**src/rtl/counter19_ctrl.sv**
```systemverilog
// Run/pause/clear sequencer for the 0..MAX_COUNT counter lab.
// It owns the count register and scans the converter's BCD digits onto one shared segment decoder.
module counter19_ctrl #(
  parameter int TICK_DIV  = 1000,
  parameter int SCAN_DIV  = 10,
  parameter int MAX_COUNT = 19
) (
  input  logic       clk,
  input  logic       rst,
  input  logic       btn_ss,
  input  logic       btn_clr,
  input  logic [3:0] bcd_tens,
  input  logic [3:0] bcd_ones,
  output logic [4:0] bin,
  output logic [3:0] seg_bcd,
  output logic [1:0] dig_en,
  output logic       running,
  output logic       wrap
);

  typedef enum logic [1:0] {IDLE, RUN, PAUSE} state_t;

  localparam logic [15:0] TICK_LAST = 16'(TICK_DIV - 1);
  localparam logic [7:0]  SCAN_LAST = 8'(SCAN_DIV - 1);
  localparam logic [4:0]  COUNT_MAX = 5'(MAX_COUNT);

  state_t      state, state_next;
  logic [2:0]  ss_sync, clr_sync;
  logic        ss_p, clr_p;
  logic        advance, tick;
  logic [15:0] prescale;
  logic [7:0]  scan_cnt;
  logic        sel;

  // Bits [1:0] form the synchronizer; bit [2] is the previous stage-2 value for edge detection.
  always_ff @(posedge clk or posedge rst) begin
    if (rst) begin
      ss_sync  <= '0;
      clr_sync <= '0;
    end else begin
      ss_sync  <= {ss_sync[1:0], btn_ss};
      clr_sync <= {clr_sync[1:0], btn_clr};
    end
  end

  assign ss_p  = ss_sync[1] & ~ss_sync[2];
  assign clr_p = clr_sync[1] & ~clr_sync[2];

  always_ff @(posedge clk or posedge rst) begin
    if (rst) state <= IDLE;
    else     state <= state_next;
  end

  always_comb begin
    state_next = state;
    if (clr_p) begin
      state_next = IDLE;
    end else begin
      case (state)
        IDLE:    if (ss_p) state_next = RUN;
        RUN:     if (ss_p) state_next = PAUSE;
        PAUSE:   if (ss_p) state_next = RUN;
        default: state_next = IDLE;
      endcase
    end
  end

  assign running = (state == RUN);

  // A start/stop pulse in RUN freezes the prescaler in that same cycle, so PAUSE holds the phase seen at the press.
  assign advance = (state == RUN) && !ss_p && !clr_p;
  assign tick    = advance && (prescale == TICK_LAST);

  always_ff @(posedge clk or posedge rst) begin
    if (rst) begin
      prescale <= '0;
      bin      <= '0;
      wrap     <= 1'b0;
    end else begin
      wrap <= 1'b0;
      if (clr_p || state == IDLE) begin
        prescale <= '0;
        bin      <= '0;
      end else if (advance) begin
        if (tick) begin
          prescale <= '0;
          if (bin == COUNT_MAX) begin
            bin  <= '0;
            wrap <= 1'b1;
          end else begin
            bin <= bin + 5'd1;
          end
        end else begin
          prescale <= prescale + 16'd1;
        end
      end
    end
  end

  // Outputs follow sel one edge later, so the first ones slot after reset lasts the full SCAN_DIV cycles.
  always_ff @(posedge clk or posedge rst) begin
    if (rst) begin
      scan_cnt <= '0;
      sel      <= 1'b0;
      seg_bcd  <= '0;
      dig_en   <= 2'b11;
    end else begin
      if (scan_cnt == SCAN_LAST) begin
        scan_cnt <= '0;
        sel      <= ~sel;
      end else begin
        scan_cnt <= scan_cnt + 8'd1;
      end
      if (sel) begin
        seg_bcd <= bcd_tens;
        dig_en  <= (bcd_tens == 4'd0) ? 2'b11 : 2'b01;
      end else begin
        seg_bcd <= bcd_ones;
        dig_en  <= 2'b10;
      end
    end
  end

endmodule

```
**config.mk**
```make
export PLATFORM = sky130hd
export DESIGN_NAME = counter19_ctrl
export DESIGN_NICKNAME = d
export VERILOG_FILES = /design/src/rtl/counter19_ctrl.sv
export SDC_FILE = /design/constraint.sdc
export NUM_CORES = 1
export LEC_CHECK = 0
export CORE_ASPECT_RATIO = 0.6
export CORE_MARGIN = 4
export CORE_UTILIZATION = 59
export CTS_CLUSTER_DIAMETER = 40
export DETAILED_ROUTE_END_ITERATION = 7
export PLACE_DENSITY = 0.84
export SETUP_SLACK_MARGIN = 0.1
export SYNTH_ARGS = -nofsm -noshare
export SYNTH_HDL_FRONTEND = slang
export SYNTH_SLANG_ARGS = --single-unit
```
**constraint.sdc**
```tcl
create_clock -name clk -period 2.5 [get_ports clk]
set_input_delay 0.5 -clock clk [delete_from_list [all_inputs] [get_ports clk]]
set_output_delay 0.5 -clock clk [all_outputs]
set_load 0.005 [all_outputs]
```
# Yosys cells after proc, flatten, opt, wreduce, memory -nomap -nowiden
# Index checks and enable logic that the tools add are counted.
# totals
inputBits	12
regBits	45
wordCells	57
# classes
reduce_logical	13
addsub	3
n_eq_ne	7
mux	19
bitwise_logic	5
# ops
operator	count
$mux W16	3
$mux W5	4
$add A16 B1 Y16 const B	1
$eq A16 B10 Y1 const B	1
$mux W2	5
$add A8 B1 Y8 const B	1
$eq A8 B4 Y1 const B	1
$mux W8	1
$ne A3 B1 Y1 const B	2
$add A5 B1 Y5 const B	1
$eq A5 B5 Y1 const B	1
$logic_not A4 Y1	1
$mux W1	4
$mux W4	1
$pmux W2 S2	1
$reduce_and A2 Y1	2
$reduce_bool A2 Y1	2
$logic_and A1 B1 Y1	3
$not A1 Y1	3
$and A1 B1 Y1	2
$eq A2 B1 Y1 const B	1
$eq A2 B2 Y1 const B	1
$logic_not A1 Y1	2
$logic_not A2 Y1	1
other kinds (2)	2

# Longest topological paths before layout
# depth
depth_word	9
ltp_mapped	7
ltp_nobuf	5

# Worst setup path after synthesis
# Ideal clock, no wire load.
# synth_path
path_type	reg2reg
from	register prescale[0]
to	register prescale[0]
slack_ps	854
path_stages_with_launch	8
arrival_time_ps	1525
required_time_ps	2379
period_less_slack_ps	1646
cell_sequence	dfrtp_1 > ha_1 > and2_1 > nand4_1 > buf_2 > o21ai_1 > buf_2 > nor2_1
# synth_between
elab_chain_cells	5
word_cells_on_any_way	6
cone_classes	add/sub: 1; eq/ne: 1; mux: 3; reduce/logical: 1
# synth_lines
element	line	rtl
start: declaration	31	logic [15:0] prescale;
start signal: assignment	94	prescale <= prescale + 16'd1;
branches (longest 2 deep; another with $add A16 B1 Y16)	-	
$mux W16 *	85	if (tick) begin
$mux W16 *	84	end else if (advance) begin
$mux W16 *	81	if (clr_p || state == IDLE) begin
# Every way passes the cells marked *. The select of a mux whose other input is x is not followed.
# A chain may end at the register's enable or synchronous reset.

# Worst setup path after layout
# layout_path
from	register state[1]
to	output running
# layout_between
elab_chain_cells	1
# layout_lines
element	line	rtl
start: declaration	27	state_t state, state_next;
start signal: assignment	51	else state <= state_next;
$eq A2 B1 Y1	68	assign running = (state == RUN);
end: declaration	17	output logic running,
# No other way between the ends.

==> run summary <==
Fmax: 493.1 MHz
Layout overhead on the synthesized area: 18.63%
Hold Crit Class: register to register
Final period util: 0.8111
DRT Pass-1 Iters: 5
Total CTS buffers: 5
Worst-Margin Slew: 600.4 ps
TritonCTS Sinks: 45
# hold bufs at CTS: 0
Routed vias: 1689
Top-area cell type share of the netlist area: 0.5086
Dpl hpwl: 3002 um
Total power: 1.425 mW
CTS tree: done
DRC viols: 0
Worst-case clock buffer depth: 2
Drt wl/cell: 15.92 um
ANT nets after route: 0
Total GRT Usage: 0.2088
Max cap viols: 0
Status: finished clean
PwrDens: 567.7 nW/um^2
Crit Path Max Fanout: 5
Ranking of synthesized cells by area: dfrtp_1 (51%), a21oi_1 (4.7%), o31ai_1 (4.3%)
Nets: 245
Asr flop ratio synth: 1.000
Clk pin slew, worst setup/hold paths: 80 ps
Finish-stage setup viols: 0
Setup Crit Path Kind: register to output pin
Layout cells sized above 1: 0.07826
Post-Route Setup TNS: 0 ps
Startpoint types: register
Most frequent cells in the layout: dfrtp_1 (43), clkdlybuf4s50_1 (24), a21oi_1 (20), nor2_1 (17), nand2_1 (13)
Met1 WL: 2023 um
Cell taking the most area after synthesis: dfrtp_1
Syn Inst Count: 205
P_leak: 0.9945 nW
Arrival time of the worst setup path: 1530 ps
WL met2: 1980 um
Pins Over Slew Limit: 0
Cell at the root of the clock tree: clkbuf_8
Mean Syn Cell Area: 10.32 sq um
Most common flop cell mapped by yosys: dfrtp_1
IO buf count: 24
Max layer used: met4
# fillers: 225
Vias in the first global route: 1566
DIE HEIGHT: 54.39 um
Post-synth net total: 221
Die Area: 4640 sq um
VDD IR-drop max: 0.0004635 V
First-pass GRT wire length: 7327 um
Worst Setup End Kind: output pin
Final Hold Fails: 0
Met3 WL: 324 um
Post-synth EDFFs: 0
Final WL: 4379 um
# resized after CTS: 0
IO Count: 25
Seq/Total Area, Yosys: 0.5334
Final min period: 2028 ps
RSZ-0062 raised after global routing: false
Syn. warnings: 0
Crit path required time: 2000 ps
Slew headroom: 0.5955
Congestion Overflow GR: 0
Die X: 85.31 um
Mapped cell area: 2116 sq um
Core area: 3343 sq um
H-tree Lvls: 2
Yosys cell types: 36
Post-CTS setup buffer count: 0
Commonest non-fill, non-tap cell in the layout: dfrtp_1
Effective utilization at floorplan: 0.6329
# diodes: 0
Placer Congestion: 0.7796
Skew-Pair Late Insertion Delay: 290 ps
Largest net degree at the start of global routing: 46
Initial antenna violation count: 0
Skew final: 2.566 ps
Synth Register Bits: 45
Iteration-0 DRC Markers: 147
Via density per instance: 6.142
Num rows: 16
-- state kept, by name, indices dropped and copies added (netlist names) --
register  count
prescale     16
scan_cnt      8
bin           5
seg_bcd       4
clr_sync      3
ss_sync       3
dig_en        2
state         2
sel           1
wrap          1
-- layer usage --
layer  vias up  track usage
met5         -            0
met4         0       0.1000
met3         6      0.06767
met2        57       0.3196
met1       830       0.2738
li1        796            -
-- synthesized netlist by cell type (all sizes together) (5+ instances only) --
cell type  instances
a21oi             20
and3               6
buf                6
dfrtp             43
inv                5
nand2             13
nand3              7
nand4              5
nor2              17
o21ai              8
o31ai             12
or4               12
-- worst max-delay path: stages, from the launching register on --
cell and delay (ps):
dfrtp_1 430, and2b_1 280, clkdlybuf4s50_1 520
-- stage by stage --
step	instances	worst slack [ps]	hold WS (ps)	utilization	instance area, sq um
final	275	472.2	351.2	0.7507	2510
after detailed placement	267	590.9	335.6	0.7148	2390
after global placement	267	672.9	332.1	0.7148	2390
after CTS	275	470.9	353.4	0.7507	2510
after global routing	275	354.9	368.8	0.7507	2510
after floorplan	205	853.7	331.2	-	2116
-- layout make-up --
type	count	area (sq um)	area share
tap	45	56.30	0.02243
multi-input combinational	145	923.4	0.3679
timing repair buffer	27	262.8	0.1047
inverter	5	18.77	0.007478
clock buffer	6	82.58	0.03290
sequential	45	1129	0.4496
clock inverter	2	37.54	0.01496
-- where the power goes --
part / internal (mW) / leakage, nW / total (mW) / switching, mW
clock: 0.325 / 0.0574 / 0.570 / 0.245
sequential: 0.739 / 0.588 / 0.748 / 0.00842
combinational: 0.0442 / 0.349 / 0.107 / 0.0632
-- path summary, 6_finish.rpt --
path                                         start               endpoint  slack, ps  cells after the start
max                           state[1]$_DFFE_PP0P_                running        470                      2
min                          clr_sync[0]$_DFF_PP0_  clr_sync[1]$_DFF_PP0_        350                      0
max reg2reg                prescale[0]$_DFFE_PP0P_     bin[3]$_DFFE_PP0P_        550                      5
min reg2reg                  clr_sync[0]$_DFF_PP0_  clr_sync[1]$_DFF_PP0_        350                      0
max in group asynchronous                      rst    dig_en[1]$_DFF_PP1_       1490                      3
min in group asynchronous                      rst  clr_sync[0]$_DFF_PP0_        630                      3
-- logic make-up (layout without fill, tap and decap cells) --
kind of cell               Yosys count  count (layout)  share of synthesized area
and+or+nand+nor                     83              83                     0.2253
AOI/OAI and AO/OA                   45              45                     0.1277
DFF                                 45              45                     0.5334
buffers and inverters               15              40                    0.03016
xor gates and xnor gates             7               7                    0.02898
muxes                                6               6                    0.03075
adders and majority gates            4               4                    0.02366
No activity file was read; power rests on OpenSTA's default activity.
